==> config.mk <==
export PLATFORM = sky130hd
export DESIGN_NAME = saturn_debug_formatter
export DESIGN_NICKNAME = d
export VERILOG_FILES = /design/src/rtl/saturn_def_dbgfmt.sv /design/src/rtl/saturn_hex_ascii.sv /design/src/rtl/saturn_debug_formatter.sv
export SDC_FILE = /design/constraint.sdc
export NUM_CORES = 1
export LEC_CHECK = 0
export BUFFER_PORTS_ARGS = -buffer_cell sky130_fd_sc_hd__buf_2
export CAP_MARGIN = 15
export CORE_ASPECT_RATIO = 0.5
export CORE_MARGIN = 2
export CORE_UTILIZATION = 35
export CTS_CLUSTER_DIAMETER = 30
export DETAILED_ROUTE_END_ITERATION = 16
export PLACE_DENSITY = 0.53
export SLEW_MARGIN = 10
export SYNTH_ARGS = -nofsm -noshare
export SYNTH_HDL_FRONTEND = slang
export SYNTH_SLANG_ARGS = --single-unit
==> constraint.sdc <==
create_clock -name i_clk -period 9.1 [get_ports i_clk]
set_input_delay 1.82 -clock i_clk [delete_from_list [all_inputs] [get_ports i_clk]]
set_output_delay 1.82 -clock i_clk [all_outputs]
set_load 0.005 [all_outputs]
==> src/rtl/saturn_def_dbgfmt.sv <==
// Shared definitions for the Saturn debug register-dump formatter.
//   dbgf_state_e      : formatter FSM states, one state per emitted character class
//   ASCII_*           : fixed punctuation characters used in the dump text
//   dbgf_total_chars  : characters in one complete dump for a given field geometry
package saturn_def_dbgfmt;

  typedef enum logic [2:0] {
    DBGF_IDLE,
    DBGF_LBL0,
    DBGF_LBL1,
    DBGF_COLON,
    DBGF_SPACE,
    DBGF_DIGIT,
    DBGF_SEP,
    DBGF_DONE
  } dbgf_state_e;

  localparam logic [7:0] ASCII_COLON = 8'h3A;
  localparam logic [7:0] ASCII_SPACE = 8'h20;
  localparam logic [7:0] ASCII_LF    = 8'h0A;

  // Each field is "LL: " (4 chars) + hex digits + one separator.
  function automatic int unsigned dbgf_total_chars(input int unsigned n_fields,
                                                   input int unsigned nibbles);
    return n_fields * (nibbles + 5);
  endfunction

endpackage

==> src/rtl/saturn_hex_ascii.sv <==
// Nibble to uppercase hexadecimal ASCII converter (purely combinational).
//   i_nibble : 4-bit value
//   o_ascii  : "0".."9" for 0..9, "A".."F" for 10..15
module saturn_hex_ascii (
  input  logic [3:0] i_nibble,
  output logic [7:0] o_ascii
);

  always_comb begin
    if (i_nibble < 4'd10) begin
      o_ascii = 8'h30 + {4'h0, i_nibble};
    end else begin
      // 8'h37 + 10 == "A"
      o_ascii = 8'h37 + {4'h0, i_nibble};
    end
  end

endmodule

==> src/rtl/saturn_debug_formatter.sv <==
// Saturn debug register-dump formatter.
// On a trigger, snapshots N_FIELDS hex fields and streams them as ASCII text,
// one "LL: hhhh" group per field, separated by a space or a line feed
// (LF after every FIELDS_PER_LINE fields and after the last field).
// Characters are generated on the fly from the snapshot; no string RAM.
//
// Ports:
//   i_clk, i_reset  : clock, synchronous active-high reset
//   i_clk_en        : qualifies every state change except reset
//   i_trigger       : dump request, sampled when i_clk_en is high
//   i_fields        : field k at [k*NIBBLES*4 +: NIBBLES*4]
//   o_busy          : high from trigger acceptance through the done cycle
//   o_char          : current ASCII character
//   o_char_valid    : o_char valid; held until i_clk_en && i_char_ready
//   i_char_ready    : sink accepts o_char
//   o_done          : high in the cycle after the final character transfer
//   o_dropped       : saturating count of triggers ignored while busy
module saturn_debug_formatter
  import saturn_def_dbgfmt::*;
#(
  parameter int unsigned N_FIELDS        = 8,
  parameter int unsigned NIBBLES         = 16,
  parameter int unsigned FIELDS_PER_LINE = 2,
  parameter logic [N_FIELDS*16-1:0] LABELS = "PCA B C D D0D1ST"
) (
  input  logic                        i_clk,
  input  logic                        i_reset,
  input  logic                        i_clk_en,
  input  logic                        i_trigger,
  input  logic [N_FIELDS*NIBBLES*4-1:0] i_fields,
  output logic                        o_busy,
  output logic [7:0]                  o_char,
  output logic                        o_char_valid,
  input  logic                        i_char_ready,
  output logic                        o_done,
  output logic [7:0]                  o_dropped
);

  localparam int unsigned IDX_W = (N_FIELDS > 1) ? $clog2(N_FIELDS) : 1;
  localparam int unsigned PTR_W = (NIBBLES > 1) ? $clog2(NIBBLES) : 1;
  localparam int unsigned COL_W = (FIELDS_PER_LINE > 1) ? $clog2(FIELDS_PER_LINE) : 1;

  localparam logic [IDX_W-1:0] LAST_IDX = IDX_W'(N_FIELDS - 1);
  localparam logic [PTR_W-1:0] TOP_PTR  = PTR_W'(NIBBLES - 1);
  localparam logic [COL_W-1:0] LAST_COL = COL_W'(FIELDS_PER_LINE - 1);

  // Snapshot viewed as [field][nibble][bit]; same bit layout as i_fields.
  typedef logic [N_FIELDS-1:0][NIBBLES-1:0][3:0] snap_t;
  // Labels viewed as [pair][char]; field 0 owns the most significant pair
  // and the upper byte of a pair is the first character printed.
  typedef logic [N_FIELDS-1:0][1:0][7:0] label_t;
  localparam label_t LABEL_ARR = LABELS;

  dbgf_state_e      state_q, state_d;
  logic [IDX_W-1:0] idx_q, idx_d;
  logic [PTR_W-1:0] ptr_q, ptr_d;
  logic [COL_W-1:0] col_q, col_d;
  snap_t            snap_q, snap_d;
  logic [7:0]       dropped_q, dropped_d;

  logic             char_valid;
  logic             xfer;
  logic             sep_is_lf;
  logic             last_field;
  logic [IDX_W-1:0] lbl_sel;
  logic [3:0]       cur_nibble;
  logic [7:0]       hex_char;
  logic [7:0]       char_out;

  assign char_valid = (state_q != DBGF_IDLE) && (state_q != DBGF_DONE);
  assign xfer       = i_clk_en && char_valid && i_char_ready;
  assign last_field = (idx_q == LAST_IDX);
  assign sep_is_lf  = (col_q == LAST_COL) || last_field;
  assign lbl_sel    = LAST_IDX - idx_q;
  assign cur_nibble = snap_q[idx_q][ptr_q];

  saturn_hex_ascii u_hex (
    .i_nibble (cur_nibble),
    .o_ascii  (hex_char)
  );

  // Next-state logic.
  always_comb begin
    state_d = state_q;
    idx_d   = idx_q;
    ptr_d   = ptr_q;
    col_d   = col_q;
    snap_d  = snap_q;
    case (state_q)
      DBGF_IDLE: begin
        if (i_clk_en && i_trigger) begin
          state_d = DBGF_LBL0;
          snap_d  = i_fields;
          idx_d   = '0;
          ptr_d   = TOP_PTR;
          col_d   = '0;
        end
      end
      DBGF_LBL0:  if (xfer) state_d = DBGF_LBL1;
      DBGF_LBL1:  if (xfer) state_d = DBGF_COLON;
      DBGF_COLON: if (xfer) state_d = DBGF_SPACE;
      DBGF_SPACE: if (xfer) state_d = DBGF_DIGIT;
      DBGF_DIGIT: begin
        if (xfer) begin
          if (ptr_q == '0) begin
            state_d = DBGF_SEP;
          end else begin
            ptr_d = ptr_q - PTR_W'(1);
          end
        end
      end
      DBGF_SEP: begin
        if (xfer) begin
          if (last_field) begin
            state_d = DBGF_DONE;
          end else begin
            state_d = DBGF_LBL0;
            idx_d   = idx_q + IDX_W'(1);
            ptr_d   = TOP_PTR;
            col_d   = sep_is_lf ? '0 : col_q + COL_W'(1);
          end
        end
      end
      DBGF_DONE: if (i_clk_en) state_d = DBGF_IDLE;
      default:   state_d = DBGF_IDLE;
    endcase
  end

  // Triggers that arrive while a dump is in flight, including the done cycle.
  always_comb begin
    dropped_d = dropped_q;
    if (i_clk_en && i_trigger && (state_q != DBGF_IDLE) && (dropped_q != 8'hFF)) begin
      dropped_d = dropped_q + 8'd1;
    end
  end

  // Character currently offered to the sink.
  always_comb begin
    char_out = 8'h00;
    case (state_q)
      DBGF_LBL0:  char_out = LABEL_ARR[lbl_sel][1];
      DBGF_LBL1:  char_out = LABEL_ARR[lbl_sel][0];
      DBGF_COLON: char_out = ASCII_COLON;
      DBGF_SPACE: char_out = ASCII_SPACE;
      DBGF_DIGIT: char_out = hex_char;
      DBGF_SEP:   char_out = sep_is_lf ? ASCII_LF : ASCII_SPACE;
      default:    char_out = 8'h00;
    endcase
  end

  always_ff @(posedge i_clk) begin
    if (i_reset) begin
      state_q   <= DBGF_IDLE;
      idx_q     <= '0;
      ptr_q     <= '0;
      col_q     <= '0;
      snap_q    <= '0;
      dropped_q <= '0;
    end else begin
      state_q   <= state_d;
      idx_q     <= idx_d;
      ptr_q     <= ptr_d;
      col_q     <= col_d;
      snap_q    <= snap_d;
      dropped_q <= dropped_d;
    end
  end

  assign o_busy       = (state_q != DBGF_IDLE);
  assign o_char       = char_out;
  assign o_char_valid = char_valid;
  assign o_done       = (state_q == DBGF_DONE);
  assign o_dropped    = dropped_q;

endmodule
# --- After elaboration in Yosys (flattened, before gate mapping) ---
# Memory sizes are Yosys's and may differ from the RTL's.
# Cells that the tools add are included.
# Widths: inputs -> output; s select.
totals:
  mem_bits_ro: 128
  ram_bits: 0
  input_bits: 517
  ff_bits: 531
  latch_bits: 0
  elab_cells: 216
  output_inout_bits: 19
  n_memories: 1
op_classes:
  n_reduce_logical: 16
  addsub: 7
  n_mul: 0
  eq_ne: 21
  n_shift: 0
  muxes: 34
  div: 0
  magnitude_cmp: 4
  bitwise: 0
memory_table:
  columns: ["memory", "depth", "width", "read_ports", "rd_clocked_by_memory_dff", "wr", "line", "text"]
  rows:
  - ["(no name shown)", 8, 16, 1, 0, 0, "saturn_debug_formatter.sv:142", "DBGF_LBL1: char_out = LABEL_ARR[lbl_sel][0];"]
ops:
  columns: ["operator", "count"]
  rows:
  - ["$bmux 64 s3", 1]
  - ["$mux 64", 1]
  - ["$pmux 8 s6", 1]
  - ["$mux 3", 13]
  - ["$mux 4", 6]
  - ["$pmux 3 s8", 1]
  - ["$ne 2x2->1 const B", 11]
  - ["$bmux 4 s4", 1]
  - ["$mux 16", 1]
  - ["$eq 3x3->1 const B", 5]
  - ["$add 6x4->7 const A", 2]
  - ["$pmux 4 s3", 1]
  - ["$reduce_and 9->1", 1]
  - ["$add 8x1->8 const B", 1]
  - ["$lt 3x4->1 const B", 2]
  - ["$mux 8", 1]
  - ["$ne 8x8->1 const B", 1]
  - ["$eq 3x2->1 const B", 2]
  - ["$logic_and 1x1->1", 6]
  - ["$mux 6", 1]
  - ["$pmux 3 s2", 1]
  - ["$reduce_and 6->1", 1]
  - ["$reduce_bool 3->1", 2]
  - ["$lt 4x5->1 const B", 1]
  - ["15 further kinds", 18]

# --- Logic depth before layout (Yosys ltp) ---
depth:
  ltp_word: 7
  ltp_mapped: 16
  depth_no_buf: 11

# --- Modules after synthesis ---
# From an unflattened synthesis, not the netlist that was laid out.
unflattened:
  cells_unflattened: 2788
  hier_area_um2: 23246.0
modules_own_cells:
  columns: ["module", "instances", "area_each_um2", "cells_each", "seq_area_each_um2"]
  rows:
  - ["saturn_debug_formatter", 1, 23139.7, 2772, 10630.2]
  - ["saturn_hex_ascii", 1, 106.4, 16, 0.0]

# --- Least setup slack after synthesis ---
# OpenSTA, ideal clock, no wires.
synth_timing:
  path_type: "reg2out"
  startpoint: "register idx_q[1]"
  endpoint: "output o_char[2]"
  required_ns: 7.280
  setup_slack_ns: 4.074
  stages_incl_launch_ff: 16
  n_path_buf: 4
  arrival_time_ns: 3.206
  path_cell_list: "dfxtp_1 -> buf_2 -> buf_4 -> buf_4 -> buf_2 -> mux4_2 -> mux2_2 -> a221oi_1 -> o21ai_0 -> nand3_1 -> nand2_1 -> inv_1 -> ha_1 -> nand2_1 -> or4b_1 -> nand3_1"
synth_between:
  elab_chain_len: 7
  elab_cells_between_ends: 12
  classes_between: "add/sub: 3; order compare: 1; mux: 7; memory: 1"
synth_lines:
  columns: ["item", "line", "text"]
  rows:
  - ["start, declared", "saturn_debug_formatter.sv:55", "logic [IDX_W-1:0] idx_q, idx_d;"]
  - ["start signal, assigned", "saturn_debug_formatter.sv:161", "idx_q <= idx_d;"]
  - ["$bmux 64 s3", "saturn_debug_formatter.sv:75", "assign cur_nibble = snap_q[idx_q][ptr_q];"]
  - ["$mux 64 (not written as such)", "saturn_debug_formatter.sv:75", null]
  - ["$bmux 4 s4", "saturn_debug_formatter.sv:75", null]
  - ["$mux 4 (not written as such)", "saturn_debug_formatter.sv:75", null]
  - ["$add 6x4->7 (tied with other cells)", "saturn_hex_ascii.sv:14", "o_ascii = 8'h37 + {4'h0, i_nibble};"]
  - ["$mux 8", "saturn_hex_ascii.sv:10", "if (i_nibble < 4'd10) begin"]
  - ["$pmux 8 s6 (*)", "saturn_debug_formatter.sv:140", "case (state_q)"]
  - ["end, declared", "saturn_debug_formatter.sv:32", "output logic [7:0] o_char,"]
# Every way passes the cells marked *; elsewhere a longest branch is shown, timed or not. The select of a mux whose other input is x is not followed.

# --- Worst setup path after layout ---
layout_timing:
  startpoint: "register idx_q[0]"
  endpoint: "output o_char[2]"
# The elaborated chain is that of the path after synthesis.

==> run metrics <==
Resize count post-CTS=0; count of placed standard cells in the final layout, fillers left out=4,112; P&R area growth vs syn=25.4%; share of flip-flops with an asynchronous set or reset after synthesis=0%; number of enable flip-flop cells after synthesis=0; synthesized instance count=2,759; router iterations before antenna repair=7; number of clock buffers inserted by TritonCTS=77; syn_nets=3,285; critical path data required time=7280 ps; number of vias per cell after detailed routing=5.17; post-synthesis share of cell area spent on and, or, nand and nor gates=19.7%; Die Span X=366 microns; post-synthesis register bit count=531; number of standard-cell rows in the floorplan=66; CTS Root Cell=sky130_fd_sc_hd__clkbuf_16; max_cap viols=0; initial standard-cell utilization of the core=35.3%; share of layout cells above drive strength 1=25.4%; maximum buffer depth of the clock tree=3; setup violation total in the final timing report=0; layout net count=3,694; Cells after DPL=3,973; setup slack after placement=2940 ps; global-route wire length before repair=123 mm; kind of start point of the critical path=flop; worst supply voltage drop on vdd=0.000117 V; largest net degree at the start of global routing=183; slack of the critical path=2370 ps; worst min-delay path class=reg -> reg; Post-CTS Hold Fix Bufs=0; Remaining Overflow, GRT=0; highest-count cells in the layout ignoring fill and taps=sky130_fd_sc_hd__nand2_1, sky130_fd_sc_hd__buf_2, sky130_fd_sc_hd__a21oi_1; Area contributors post-synth=sky130_fd_sc_hd__dfxtp_1, sky130_fd_sc_hd__nand2_1, sky130_fd_sc_hd__a21oi_1; clock latency of the later-clocked register in the worst-skew pair=610 ps; leakage=11.0 nW; Final HPWL DP=61.9 mm; unrepaired setup endpoints after global routing=no; area of the die=0.0676 sq mm; area share of the largest cell type after synthesis=46.4%; leading cell type in the layout, fill and taps excluded=sky130_fd_sc_hd__nand2_1; Clock Sinks=531; biggest area consumer among synthesized cells=sky130_fd_sc_hd__dfxtp_1; vias post-DR=21,200; count of buffers inserted at the top-level ports=534; main combinational cell family by area after synthesis=simple AND/OR/NAND/NOR gates; critical path peak fanout=44; achievable clock frequency=149 MHz; arrival time worst endpoint=4910 ps; wire per inst=20.6 microns; # Post-CTS Setup Buffers=0; Final min period=6730 ps; vias in the first global route=20,500; Seq/Total Area, Yosys=46.4%; dominant synthesized flop cell=sky130_fd_sc_hd__dfxtp_1; share of the synthesized area in compound gates (AO/OA/AOI/OAI)=14.6%; crit share post-route=74.0%; antenna violation net count after detailed routing=0; final routed wirelength across all metal layers=84.8 mm; clock skew=26.6 ps; TritonCTS clock tree=done; final-report hold violation count=0; area of the core=0.0648 sq mm; number of remaining DRC errors=0; post-synth design cell area=0.0229 sq mm; placed cell area=0.0260 sq mm; global-route usage over all layers=24.1%; routability congestion estimate=0.861; kind of critical path=reg -> out; outcome=complete, no violations; number of synthesis warnings=0; number of distinct library cells after synthesis=55; mean instance size in the synthesized netlist=8.30 sq um; number of antenna violations at the first check in global routing=1; die height=185 microns; Setup TNS Final=0 ps; critical path endpoint category=output port; multiplexer share of the synthesized area=14.2%; Starting DRT DRC Count=1,783; maximum level of the CTS H-tree=3; clock slew at reported path FFs=60 ps; count of antenna diodes in the layout=0; actual transition at the worst max-transition pin=1250 ps; Layout Cell Area excl Fill=0.0287 sq mm; share of synthesized cell area in full adder, half adder and majority cells=0.492%; I/O pin count=536; Slew Limit Fails=0; post-synthesis xor/xnor area fraction=0.306%; Pwr per Cell Area=224 mW/mm^2; Max-Slew Margin vs Limit=16.7%
[per-layer routing]
metal  track usage, %  part of all wire [%]  up-vias
li1                 -                     -    10200
met1             29.6                    42    10400
met2             44.2                    52      559
met3             3.62                   4.3      106
met4             6.17                   2.2        0
met5                0                     0        -
[synth_stat cells, drive strengths merged (10+ instances only)]
cell type	count
a21oi	531
a22oi	17
a31oi	10
buf	38
clkbuf	186
dfxtp	531
inv	16
mux2i	61
mux4	115
nand2	1068
nand3	19
nor2	35
o21ai	18
[registers in the layout, summed over array words and instances, names as in the netlist]
name / cells
idx_q: 3
col_q: 1
state_q: 3
ptr_q: 4
snap_q: 512
o_dropped: 8
[critical path, stage by stage (launching register included)]
cell and delay, ps:
sky130_fd_sc_hd__dfxtp_4 630, sky130_fd_sc_hd__buf_4 720, sky130_fd_sc_hd__mux4_2 590, sky130_fd_sc_hd__mux2i_1 240, sky130_fd_sc_hd__nor2_1 70, sky130_fd_sc_hd__o311a_1 380, sky130_fd_sc_hd__o2111ai_1 510, sky130_fd_sc_hd__ha_1 300
sky130_fd_sc_hd__nand2_1 60, sky130_fd_sc_hd__or4b_1 510, sky130_fd_sc_hd__nand3_1 140, sky130_fd_sc_hd__buf_2 130
[cell families (layout without fill, tap and decap cells)]
logic type | Yosys count | in the layout
simple gates | 1165 | 1165
compound gates | 625 | 625
flops | 531 | 531
buf+inv | 240 | 709
mux | 180 | 180
fa+ha+maj | 9 | 9
xor+xnor | 8 | 8
other cells | 1 | 1
[worst paths after layout]
kind | endpoint | start | slack [ps] | cells after the start
max reg2reg | snap_q[419] | state_q[1] | 5360 | 6
max | o_char[2] | idx_q[0] | 2370 | 11
min | snap_q[106] | snap_q[106] | 450 | 2
min reg2reg | snap_q[106] | snap_q[106] | 450 | 2
[cell type report]
type,instances,area [sq um]
repair buffers,554,2900
well taps,884,1110
clock buffers,90,2120
inverters,16,60.1
clock inverters,49,594
multi-input cells,1988,11300
flip-flops and latches,531,10600
fillers,6540,36100
[power by group]
part	internal, mW	leakage (nW)	switching [mW]
sequential	2.47	4.34	0.101
combinational	0.270	5.31	0.454
clock	1.93	1.32	1.20
[per-stage QoR]
stage	hold WS (ps)	power, mW	utilization [%]
after CTS	451	6.46	44.3
after floorplan	433	3.00	-
after global routing	469	6.66	44.3
final	450	6.42	44.3
after global placement	440	3.33	40.1
after detailed placement	443	3.34	40.1
Power figures use the tool's default switching activity.
